`src/rtl/bsg_link_wormhole_mux.sv`:
```
// Packet-level round-robin mux merging wormhole streams into one registered flit stream.
// Define BSG_LINK_WORMHOLE_MUX_PERF_EN to add per-input packet and output stall counters.
module bsg_link_wormhole_mux #(
    parameter int width_p     = 16,
    parameter int num_in_p    = 2,
    parameter int len_width_p = 4
) (
    input  logic                               clk_i,
    input  logic                               reset_i,
    input  logic [num_in_p-1:0][width_p-1:0]   data_i,
    input  logic [num_in_p-1:0]                v_i,
    output logic [num_in_p-1:0]                ready_and_o,
    output logic [width_p-1:0]                 data_o,
    output logic                               v_o,
    input  logic                               ready_and_i
`ifdef BSG_LINK_WORMHOLE_MUX_PERF_EN
   ,output logic [num_in_p-1:0][31:0]          pkt_count_o,
    output logic [31:0]                        stall_count_o
`endif
);

    localparam int lg_num_in_lp = (num_in_p > 1) ? $clog2(num_in_p) : 1;

    typedef logic [lg_num_in_lp-1:0] idx_t;
    typedef logic [len_width_p-1:0]  len_t;
    typedef enum logic {IDLE, BUSY} state_e;

    if (len_width_p > width_p) begin : g_bad_len
        $error("len_width_p must not exceed width_p");
    end
    if (num_in_p < 1) begin : g_bad_num
        $error("num_in_p must be at least 1");
    end

    function automatic idx_t inc_idx(idx_t x);
        if (x == idx_t'(num_in_p - 1)) return '0;
        return x + idx_t'(1);
    endfunction

    function automatic idx_t wrap_add(idx_t base, int off);
        int s;
        s = int'(base) + off;
        if (s >= num_in_p) s = s - num_in_p;
        return idx_t'(s);
    endfunction

    state_e state_r, state_n;
    idx_t   rr_r, rr_n;
    idx_t   owner_r, owner_n;
    len_t   cnt_r, cnt_n;
    idx_t   grant, sel, k;
    len_t   len;
    logic   found;
    logic   acc;
    logic   tail;

    logic [width_p-1:0] mem_r [2];
    logic               wptr_r, rptr_r;
    logic [1:0]         count_r;
    logic               buf_ready;
    logic               buf_empty;
    logic               deq;

    // Rotating priority search starting at rr_r.
    always_comb begin
        grant = rr_r;
        found = 1'b0;
        k     = '0;
        for (int i = 0; i < num_in_p; i++) begin
            k = wrap_add(rr_r, i);
            if (!found && v_i[k]) begin
                grant = k;
                found = 1'b1;
            end
        end
    end

    assign sel       = (state_r == BUSY) ? owner_r : grant;
    assign len       = data_i[sel][len_width_p-1:0];
    assign buf_ready = (count_r != 2'd2);
    assign buf_empty = (count_r == 2'd0);

    always_comb begin
        ready_and_o = '0;
        if (!reset_i) ready_and_o[sel] = buf_ready;
    end

    assign acc = v_i[sel] & ready_and_o[sel];

    always_comb begin
        state_n = state_r;
        rr_n    = rr_r;
        cnt_n   = cnt_r;
        owner_n = owner_r;
        tail    = 1'b0;
        unique case (state_r)
            IDLE: begin
                if (acc) begin
                    if (len == '0) begin
                        rr_n = inc_idx(grant);
                        tail = 1'b1;
                    end else begin
                        cnt_n   = len;
                        owner_n = grant;
                        state_n = BUSY;
                    end
                end
            end
            BUSY: begin
                if (acc) begin
                    cnt_n = cnt_r - len_t'(1);
                    if (cnt_r == len_t'(1)) begin
                        state_n = IDLE;
                        rr_n    = inc_idx(owner_r);
                        tail    = 1'b1;
                    end
                end
            end
            default: state_n = IDLE;
        endcase
    end

    always_ff @(posedge clk_i) begin
        if (reset_i) begin
            state_r <= IDLE;
            rr_r    <= '0;
            cnt_r   <= '0;
            owner_r <= '0;
        end else begin
            state_r <= state_n;
            rr_r    <= rr_n;
            cnt_r   <= cnt_n;
            owner_r <= owner_n;
        end
    end

    // Two-entry output buffer; a full buffer refuses enqueue even on dequeue.
    assign v_o    = ~buf_empty & ~reset_i;
    assign deq    = v_o & ready_and_i;
    assign data_o = mem_r[rptr_r];

    always_ff @(posedge clk_i) begin
        if (reset_i) begin
            wptr_r  <= 1'b0;
            rptr_r  <= 1'b0;
            count_r <= 2'd0;
        end else begin
            if (acc) wptr_r <= ~wptr_r;
            if (deq) rptr_r <= ~rptr_r;
            unique case ({acc, deq})
                2'b10:   count_r <= count_r + 2'd1;
                2'b01:   count_r <= count_r - 2'd1;
                default: count_r <= count_r;
            endcase
        end
    end

    always_ff @(posedge clk_i) begin
        if (acc) mem_r[wptr_r] <= data_i[sel];
    end

`ifdef BSG_LINK_WORMHOLE_MUX_PERF_EN
    logic [num_in_p-1:0][31:0] pkt_count_r;
    logic [31:0]               stall_count_r;

    always_ff @(posedge clk_i) begin
        if (reset_i) begin
            pkt_count_r   <= '0;
            stall_count_r <= '0;
        end else begin
            if (tail) pkt_count_r[sel] <= pkt_count_r[sel] + 32'd1;
            if (v_o & ~ready_and_i) stall_count_r <= stall_count_r + 32'd1;
        end
    end

    assign pkt_count_o   = pkt_count_r;
    assign stall_count_o = stall_count_r;
`else
    logic unused_tail;
    assign unused_tail = tail;
`endif

endmodule

```
`config.mk`:
```
export PLATFORM = sky130hd
export DESIGN_NAME = bsg_link_wormhole_mux
export DESIGN_NICKNAME = d
export VERILOG_FILES = /design/src/rtl/bsg_link_wormhole_mux.sv
export SDC_FILE = /design/constraint.sdc
export NUM_CORES = 1
export LEC_CHECK = 0
export CAP_MARGIN = 40
export CORE_ASPECT_RATIO = 0.75
export CORE_MARGIN = 3
export CORE_UTILIZATION = 52
export CTS_CLUSTER_SIZE = 20
export DETAILED_ROUTE_END_ITERATION = 12
export GPL_TIMING_DRIVEN = 1
export PLACE_DENSITY = 0.85
export SYNTH_ARGS = -nofsm -noshare
export SYNTH_HDL_FRONTEND = slang
export SYNTH_SLANG_ARGS = --single-unit
```
`constraint.sdc`:
```
create_clock -name clk_i -period 7.3 [get_ports clk_i]
set_clock_uncertainty 0.1 [all_clocks]
set_input_delay 2.19 -clock clk_i [delete_from_list [all_inputs] [get_ports clk_i]]
set_output_delay 2.19 -clock clk_i [all_outputs]
set_load 0.02 [all_outputs]
```
# After elaboration in Yosys (flattened, before gate mapping)
# Memory sizes are Yosys's and may differ from the RTL's. A register that Yosys moved wholly into a read port is not among the register bits.
# Index checks and enable logic that the tools add are counted.
dict set report totals {
  word_cells 100
  in_bits 37
  ramBits 32
  output_inout_bits 19
  regBits 11
  n_memories 1
}
# memory depth word_bits rd rd_clocked_by_memory_dff wr line
set memory_table {}
lappend memory_table {mem_r 2 16 1 1 1 57} ;# logic [width_p-1:0] mem_r [2];
dict set report op_classes {
  bitwise 10
  n_mux 50
  reduce_logical 9
  n_eq_ne 9
  add_sub_neg 8
  order_cmp 6
}
# op n
set ops {}
lappend ops {{two-way mux 1 bit} 39}
lappend ops {{two-way mux 16 bit} 2}
lappend ops {{two-way mux 4 bit} 3}
lappend ops {{inequality test 2 bit, second input constant} 4}
lappend ops {{one-hot mux 4 bit (2 select lines)} 1}
lappend ops {{< comparator 1 x 2 -> 1 bit, second input constant} 3}
lappend ops {{NOT 1 bit} 6}
lappend ops {{AND reduction 3 bit} 2}
lappend ops {{== test 4 x 1 -> 1 bit, second input constant} 1}
lappend ops {{logical NOT 4 bit} 1}
lappend ops {{inequality test 2 x 1 -> 1 bit, second input constant} 2}
lappend ops {{one-hot mux 1 bit (2 select lines)} 2}
lappend ops {{one-hot mux 2 bit (2 select lines)} 1}
lappend ops {{AND reduction 4 bit} 1}
lappend ops {{subtractor 4 x 1 -> 4 bit, second input constant} 1}
lappend ops {{bitwise AND 1 bit} 3}
lappend ops {{adder 1 bit, second input constant} 2}
lappend ops {{adder 1 x 1 -> 2 bit, second input constant} 1}
lappend ops {{adder 2 x 1 -> 2 bit, second input constant} 1}
lappend ops {{bitwise AND 2 bit} 1}
lappend ops {{== test 2 x 1 -> 1 bit, second input constant} 1}
lappend ops {{== test 2 bit, second input constant} 1}
lappend ops {{greater-or-equal comparator 1 x 2 -> 1 bit, second input constant} 1}
lappend ops {{greater-or-equal comparator 2 bit, second input constant} 1}
lappend ops {{other kinds (9)} 11}

# Logic depth before layout (Yosys ltp)
# Gate-level depths: netlist of the first run.
dict set report logic_depth {
  depth_word 24
  depth_mapped 10
  depth_no_buf 8
}

# Worst setup path after synthesis of the first run
# No wires, ideal clock.
dict set report synth_path {
  kind {input to output}
  start {in v_i[0]}
  end {out ready_and_o[1]}
  required_ps 5010
  cell_stages 6
  n_path_buf 2
  arrival_ps 3218
  slack_ps 1792
  path_cell_list {nor2b_2 -> o211ai_2 -> and2_1 -> buf_2 -> buf_6 -> nor2_1}
}
dict set report synth_via {
  elab_chain_len 13
  word_cells_on_any_way 17
  classes_between {order compare: 2; mux: 11; bitwise: 1; reduce/logical: 3}
}
# element line
set synth_lines {}
lappend synth_lines {{from (decl)} 11} ;# input logic [num_in_p-1:0] v_i,
lappend synth_lines {{two-way mux 1 bit (implied by the code) (2 in a row)} 71} ;# if (!found && v_i[k]) begin
lappend synth_lines {{two-way mux 1 bit} 71}
lappend synth_lines {{logical NOT 1 bit} 71}
lappend synth_lines {{logical AND 1 bit} 71}
lappend synth_lines {{two-way mux 1 bit (*)} 71}
lappend synth_lines {{two-way mux 1 bit (*)} 78} ;# assign sel = (state_r == BUSY) ? owner_r : grant;
lappend synth_lines {{< comparator 1 x 2 -> 1 bit (implied by the code) or greater-or-equal comparator 1 bit (tied branches)} 85} ;# if (!reset_i) ready_and_o[sel] = buf_ready;
lappend synth_lines {{logical AND 1 bit (implied by the code)} 85}
lappend synth_lines {{two-way mux 1 bit (implied by the code)} 85}
lappend synth_lines {{demux 1 bit (select 1 bit) (*)} 85}
lappend synth_lines {{bitwise AND 2 bit (no line) (*)} --}
lappend synth_lines {{two-way mux 2 bit (*)} 85}
lappend synth_lines {{to (decl)} 12} ;# output logic [num_in_p-1:0] ready_and_o,
# Every way passes the cells marked *; elsewhere a longest branch is shown, timed or not. The select of a mux whose other input is x is not followed.

# Worst setup path in the final report of the first run
# Same ends and word-level chain as after synthesis.

==> impl_metrics.toml, run 1 <==
[die]
core_sq_mm = 0.00383
die_h_um = 61.7
start_util_pct = 56.3
chipWidth_um = 80.3
dieArea_sq_mm = 0.00496
pin_count = 56
num_rows = 19

[cells_and_area]
antenna_cells = 0
finalNetCount = 262
fin_area_sq_mm = 0.00283
instances_no_fill = 275
drive_gt1_share_pct = 20.6
post-route-util_pct = 73.9
area_growth_pct = 31.4

[timing]
tightestPinTransition_ns = 0.748
maxSlewViolCount = 0
slew_headroom_pct = 50.1
period_share_pct = 89.6
min_period_ns = 6.54
rsz0062_at_grt = "no"
fmax_ghz = 0.153
finalSetupViolCount = 0
fin_ws_ns = 0.760
tns_ns = 0
holdWs_ns = 0.411
timing_hold_violations_final = 0

[global_route]
globalRouteOverflowTotal = 0
grt_max_degree = 18
grt_pass1_wl_um = 7490
grt_util_all_layers_pct = 20.5
grt_pass1_vias = 1578
antenna_found_initial = 0

[critical_path]
reg2reg_slack_ns = 4.89
path_class = "primary input to output pin"
r2r_start = "state_r"
end_kind = "output pin"
path_max_fanout = 15
r2r_cells = 8
critPathArrivalTime_ns = 4.25
start_kind = "primary input"
crit_required_ns = 5.01
reg2reg_to = "count_r[1]"

[synth]
yosysSeqAreaShare_pct = 55.8
synth_cells = 165
syn-num-nets = 205
synth_ff_type = "edfxtp_1"
synth_seq_cells = 44
yosys-top-cells-count = "32 x edfxtp_1, 24 x mux2_2, 12 x dfxtp_1, 10 x nor2_1"
synth_area_leader_cell = "edfxtp_1"
synthesis.area_sq_mm = 0.00215
ys_types = 47
syn_area_per_cell_sq_um = 13.1
yosysMostFrequentCell = "edfxtp_1"
synthTopCellsByArea = "edfxtp_1 45%, mux2_2 13%, dfxtp_1 11%, mux2_1 4.2%, mux2i_1 2.3%"
yosys_warnings = 0
yosysTopAreaCellShare_pct = 44.6
synth_edf_count = 32
synthArstFlopShare_pct = 0

[clock_network]
cts_setup_buffers = 0
numCtsBuffers = 5
cts_tree = "built"
root_buffer = "clkbuf_8"
clock_sinks = 44
clockBufferDepth = 2
cts_resized = 0
clk_pin_slew_ns = 0.08
htree_levels = 2
postCtsHoldBufs = 0
clk_latency_ns = 0.29

[power]
finalPower_mw = 0.661
ir_drop_mv = 0.202
power_leakage_nw = 1.00
p_per_area_mw_per_mm2 = 234

[flow_run]
max_cap_violations = 0

[route]
routed_wl_um = 4780
routedWlPerCell_um = 17.4
drtPass1Iterations = 4
viasPerCell = 5.56
drt-initial-drc-count = 154
vias = 1528
drt_drc_violations_left = 0
ant_nets = 0

[place]
dp_cells = 267
preCtsSetupSlack_ns = 0.787
placed_cell_area_sq_mm = 0.00275
numPortBuffers = 55
dpl.hpwl_um = 3610
gp_congestion = 0.912

[hold_path]
holdPathStages = 2
hp-class = "register to register"
min_to = "owner_r"
worstHoldStart = "owner_r"

[outcome]
status = "finished clean"
==> logic make-up after synthesis <==
logic type,share of synthesized area [%]
adder cells (fa/ha/maj),1.74
flip-flops,55.8
multiplexers,19.7
AND/OR/NAND/NOR,9.88
XOR/XNOR,1.63
AO/OA/AOI/OAI,7.96
buffers and inverters,3.31
==> worst max-delay path: stages <==
cell and delay [ns]:
clkdlybuf4s50_1 0.46, nor2b_2 0.22, o211ai_2 0.14, and2_1 0.22, buf_4 0.22, nor2_1 0.16, clkdlybuf4s50_1 0.63
==> registers in the layout, summed over array words and instances (netlist names), named ones only <==
register and cells:
mem_r 32, cnt_r 4, count_r 2, owner_r 1, rptr_r 1, rr_r 1
state_r 1, wptr_r 1
==> power by group <==
group | internal, mW | switching (mW) | leakage, nW | total (mW)
sequential | 0.303 | 0.0211 | 0.395 | 0.325
combinational | 0.100 | 0.0941 | 0.565 | 0.194
clock | 0.0646 | 0.0775 | 0.0415 | 0.142
total | 0.468 | 0.193 | 1.00 | 0.661
==> routing by layer <==
metal	track usage [%]	routed length (um)	share of wire (%)	vias to the layer above
li1	-	-	-	726
met1	24.0	1850	39	733
met2	36.9	2570	54	58
met3	5.19	266	5.6	11
met4	8.92	95	2.0	0
met5	0	0	0	-
==> final cells by class <==
class / instances / area (sq um)
clock buffer: 5 / 68.8
clock inverter: 3 / 13.8
fill: 254 / 998
inverter: 7 / 26.3
multi-input combinational: 106 / 881
sequential: 44 / 1200
tap: 52 / 65.1
timing repair buffer: 58 / 573
==> layout by cell type (no fill, tap or decap), types with 2 or more instances in the layout <==
cell type	netlist	final
nor3_1	2	2
nand2b_1	2	2
clkdlybuf4s50_1	0	55
nand2_1	8	8
a32o_1	2	2
and2_1	3	3
o21ai_0	3	3
edfxtp_1	32	32
ha_1	3	3
or4_4	2	2
nor2_2	2	2
mux2_1	8	8
mux2_2	24	24
o211ai_1	3	3
mux2i_1	5	5
xnor2_1	3	3
dfxtp_1	12	12
buf_4	1	3
a21oi_1	3	3
clkbuf_8	0	5
nor2_1	10	10
inv_1	6	6
o2111ai_1	2	2
==> worst max path at each step <==
stage,start,endpoint,slack [ns]
after floorplan,v_i[0],ready_and_o[1],1.79
after global routing,v_i[0],ready_and_o[1],0.67
after CTS,v_i[0],ready_and_o[1],0.76
final,v_i[0],ready_and_o[1],0.76
after global placement,v_i[0],ready_and_o[1],0.91
after detailed placement,v_i[0],ready_and_o[1],0.79
Power figures use the tool's default switching activity.
==> run 2: changes to the inputs <==
--- a/config.mk
+++ b/config.mk
@@ -12,7 +12,8 @@
 export CTS_CLUSTER_SIZE = 20
 export DETAILED_ROUTE_END_ITERATION = 12
 export GPL_TIMING_DRIVEN = 1
-export PLACE_DENSITY = 0.85
+export PLACE_DENSITY_LB_ADDON = 0.08
 export SYNTH_ARGS = -nofsm -noshare
 export SYNTH_HDL_FRONTEND = slang
 export SYNTH_SLANG_ARGS = --single-unit
+export TNS_END_PERCENT = 10
==> run 2 against run 1 <==
Effect of this change:
- flip-flop and latch count stayed put
- non-clock buffer count stayed put
- worst hold slack lost 0.021 ns
- fmax is 4.5% higher
- critical path depth is the same
- register-to-register slack worse by 0.06 ns
- first-iteration DRC count is 73% lower
- global-route usage shrank 1.3 points
- total power is 3.0% higher
- largest cell class unchanged
- cell area grew 0.66%
- cell count is the same
- critical path type unchanged
- critical endpoint is now ready_and_o[0]
==> impl_metrics.toml, run 2 (synthesized netlist as in run 1, its figures left out) <==
[place]
gp_congestion = 0.877
preCtsSetupSlack_ns = 1.04
numPortBuffers = 55
dpl.hpwl_um = 3310
placed_cell_area_sq_mm = 0.00275
dp_cells = 267

[timing]
maxSlewViolCount = 0
tns_ns = 0
finalSetupViolCount = 0
period_share_pct = 85.7
holdWs_ns = 0.391
slew_headroom_pct = 47.2
timing_hold_violations_final = 0
tightestPinTransition_ns = 0.791
fin_ws_ns = 1.04
min_period_ns = 6.26
fmax_ghz = 0.160
rsz0062_at_grt = "no"

[cells_and_area]
instances_no_fill = 275
antenna_cells = 0
drive_gt1_share_pct = 20.2
top_register = "mem_r"
layout_commonest_cell = "clkdlybuf4s50_1"
fin_area_sq_mm = 0.00285
layout_common_cells = "55 x clkdlybuf4s50_1, 32 x edfxtp_1, 24 x mux2_2, 12 x dfxtp_1, 10 x nor2_1"
finalNetCount = 262
largest_reg_flops = 32
area_growth_pct = 32.2
reg_top3 = "mem_r: 32 flops, cnt_r: 4 flops, count_r: 2 flops"

[critical_path]
start_kind = "primary input"
end_kind = "output pin"
crit_required_ns = 5.01
critPathArrivalTime_ns = 3.97
path_max_fanout = 4
path_class = "primary input to output pin"
reg2reg_slack_ns = 4.83

[global_route]
antenna_found_initial = 0
grt_pass1_vias = 1504
grt_max_degree = 18
grt_util_all_layers_pct = 19.2
grt_pass1_wl_um = 7070
globalRouteOverflowTotal = 0

[die]
num_rows = 19
pin_count = 56
dieArea_sq_mm = 0.00496
chipWidth_um = 80.3
start_util_pct = 56.3
core_sq_mm = 0.00383
die_h_um = 61.7

[power]
power_leakage_nw = 1.01
p_per_area_mw_per_mm2 = 239
p_seq_share_pct = 47.7
comb_power_share_pct = 28.2
p_switching_mw = 0.188
ir_drop_mv = 0.146
internal_power_mw = 0.492
switching_share_pct = 27.7
clkPwrFrac_pct = 24.1

[outcome]
status = "finished clean"

[route]
drt_drc_violations_left = 0
vias = 1476
routedWlPerCell_um = 16.4
ant_nets = 0
drtPass1Iterations = 4
routed_wl_um = 4520
viasPerCell = 5.37
drt-initial-drc-count = 41

[clock_network]
clk_latency_ns = 0.28
numCtsBuffers = 5
clockBufferDepth = 2
clock_sinks = 44
cts_resized = 0
cts_tree = "built"
postCtsHoldBufs = 0
cts_setup_buffers = 0
clk_pin_slew_ns = 0.07
htree_levels = 2
root_buffer = "clkbuf_8"

[flow_run]
max_cap_violations = 0

[hold_path]
hp-class = "register to register"
[run 2: cell count changes in the layout (fill, tap and decap cells not counted)]
cell / change
clkbuf_16: +1
clkbuf_1: +2
clkinv_2: -1
clkinvlp_2: -1
clkinv_1: -1
[run 2: worst max-delay path, cell delays in order]
cell	delay, ns
clkdlybuf4s50_1	0.52
nor2b_2	0.08
o211ai_2	0.19
and2_1	0.21
inv_1	0.07
nor2_1	0.10
clkdlybuf4s50_1	0.61
[run 2: worst paths after layout]
check	startpoint	to	cells past startpoint
min reg2reg	rr_r	rr_r	2
max reg2reg	state_r	count_r[1]	8
max	v_i[0]	ready_and_o[0]	7
min	rr_r	rr_r	2
[run 2: final cells by class]
class,count,area (sq um)
inverter,7,26.3
timing repair buffer,58,573
multi-input combinational,106,881
tap,52,65.1
clock buffer,8,101
sequential,44,1200
fill,258,980
[run 2: power groups by stage]
stage,clock network [mW],logic [mW],registers [mW]
floorplan,0,0.125,0.318
global placement,0,0.187,0.328
detailed placement,0,0.192,0.330
CTS,0.167,0.193,0.324
global route,0.177,0.206,0.328
finish,0.164,0.192,0.325
[run 2: through the flow]
| step | total power [mW] | utilization, % |
|---|---|---|
| global route | 0.711 | 74.4 |
| CTS | 0.684 | 74.4 |
| finish | 0.681 | 74.4 |
| detailed placement | 0.522 | 71.8 |
| global placement | 0.515 | 71.8 |
| floorplan | 0.443 | - |
[run 2: routing by layer]
| metal | GRT usage [%] | wire length, um | up-vias |
|---|---|---|---|
| met4 | 5.78 | 46 | 0 |
| met2 | 31.8 | 2150 | 43 |
| met5 | 0 | 0 | - |
| li1 | - | - | 725 |
| met3 | 4.90 | 237 | 5 |
| met1 | 25.4 | 2080 | 703 |
==> patch, RTL diff (flow settings as in run 2) <==
Add a define of `BSG_LINK_WORMHOLE_MUX_PERF_EN`.
--- a/src/rtl/bsg_link_wormhole_mux.sv
+++ b/src/rtl/bsg_link_wormhole_mux.sv
@@ -1,5 +1,7 @@
 // Packet-level round-robin mux merging wormhole streams into one registered flit stream.
 // Define BSG_LINK_WORMHOLE_MUX_PERF_EN to add per-input packet and output stall counters.
+`define BSG_LINK_WORMHOLE_MUX_PERF_EN
+
 module bsg_link_wormhole_mux #(
     parameter int width_p     = 16,
     parameter int num_in_p    = 2,
Behaviour (old outputs only; new: pkt_count_o and stall_count_o): unchanged (Yosys induction, for registers that start in step).
==> patch against run 2 <==
  * Register-to-register slack got worse by 1.6 ns
  * Worst setup slack got worse by 0.27 ns
  * Global-route usage increased by 9.1 points
  * Sequential cell count increased by 96
  * Synthesized area increased to 3.3 times the old value
  * Wire length increased to 4.7 times the old value
  * Non-clock buffer count increased by 104
  * Critical endpoint unchanged
  * Final area increased to 3.2 times the old value
  * Power increased to 2.8 times the old value
  * Largest cell class is now multi-input combinational cells
  * Final cell count increased to 4.1 times the old value
==> patch: results <==
set metrics [dict create \
    dr.pass1.iters 6 \
    cp_max_fo 16 \
    drtIter0Drc 647 \
    htreeDepth 4 \
    wl_met3_um 2040 \
    synth_nets 853 \
    dp_slack_ns 0.800 \
    yosys-top-cells-area "dfxtp_1, edfxtp_1, nand2_1" \
    use_met2 0.455 \
    synth_seq_area_share 0.446 \
    synth_cell_types 55 \
    peakVddDrop_v 0.000163 \
    run_status "finished clean" \
    leakage_nw 3.14 \
    largest_register_ffs 64 \
    port_buffers 151 \
    wl_met2_um 9690 \
    layout-drive-gt1-share 0.0780 \
    routed_via_density 5.97 \
    hpwl_um 14700 \
    cp.arrival_ns 4.24 \
    wl_met1_um 9130 \
    fin_nets 991 \
    syn_area_per_cell_um2 8.63 \
    grt_pass1_vias 6655 \
    gr-usage-met1 0.380 \
    met3_usage 0.0670 \
]
## patch: changes by cell type in the layout (fill, tap and decap cells not counted), moves of 16 or more
cell,change
or3_1,+17
dfxtp_1,+96
a21oi_1,+34
xnor2_1,+20
nand3_1,+65
nand4_1,+29
o21ai_0,+57
clkbuf_16,+16
xor2_1,+35
clkdlybuf4s50_1,+95
nor2_1,+61
nand2_1,+89
## patch: kinds of logic (layout without fill, tap and decap cells)
kind of cell               after synthesis  after routing  share of synthesized area
muxes                                   35             35                     0.0545
and+or+nand+nor                        355            355                      0.248
buffers and inverters                   61            212                     0.0338
DFF                                    140            140                      0.446
adders and majority gates                5              5                    0.00893
xor gates and xnor gates                59             59                     0.0738
AOI/OAI and AO/OA                      156            156                      0.135
## patch: final cells by class
class | count | share of cell area
multi-input cells | 610 | 0.396
flip-flops and latches | 140 | 0.339
repair buffers | 162 | 0.172
clock buffers | 18 | 0.0465
well taps | 171 | 0.0232
clock inverters | 14 | 0.0165
inverters | 18 | 0.00732
## patch: critical path: stages
cell	delay [ns]
clkdlybuf4s50_1	0.56
nor2b_1	0.25
a211o_2	0.35
nand2_1	0.11
nor2_1	0.13
clkdlybuf4s50_1	0.63
## patch: final timing paths
path	endpoint	cells past startpoint	from	slack, ns
worst min-delay path	pkt_count_o[1]	2	pkt_count_o[1]	0.39
worst max-delay path	ready_and_o[0]	6	v_i[0]	0.77
worst min register to register	pkt_count_o[1]	2	pkt_count_o[1]	0.39
worst max register to register	pkt_count_o[30]	12	state_r	3.21
## patch: power breakdown
part           leakage, nW  total, mW  switching, mW  internal (mW)
clock                0.280      0.862          0.332          0.531
sequential            1.17      0.845         0.0192          0.826
combinational         1.69      0.229          0.130         0.0989
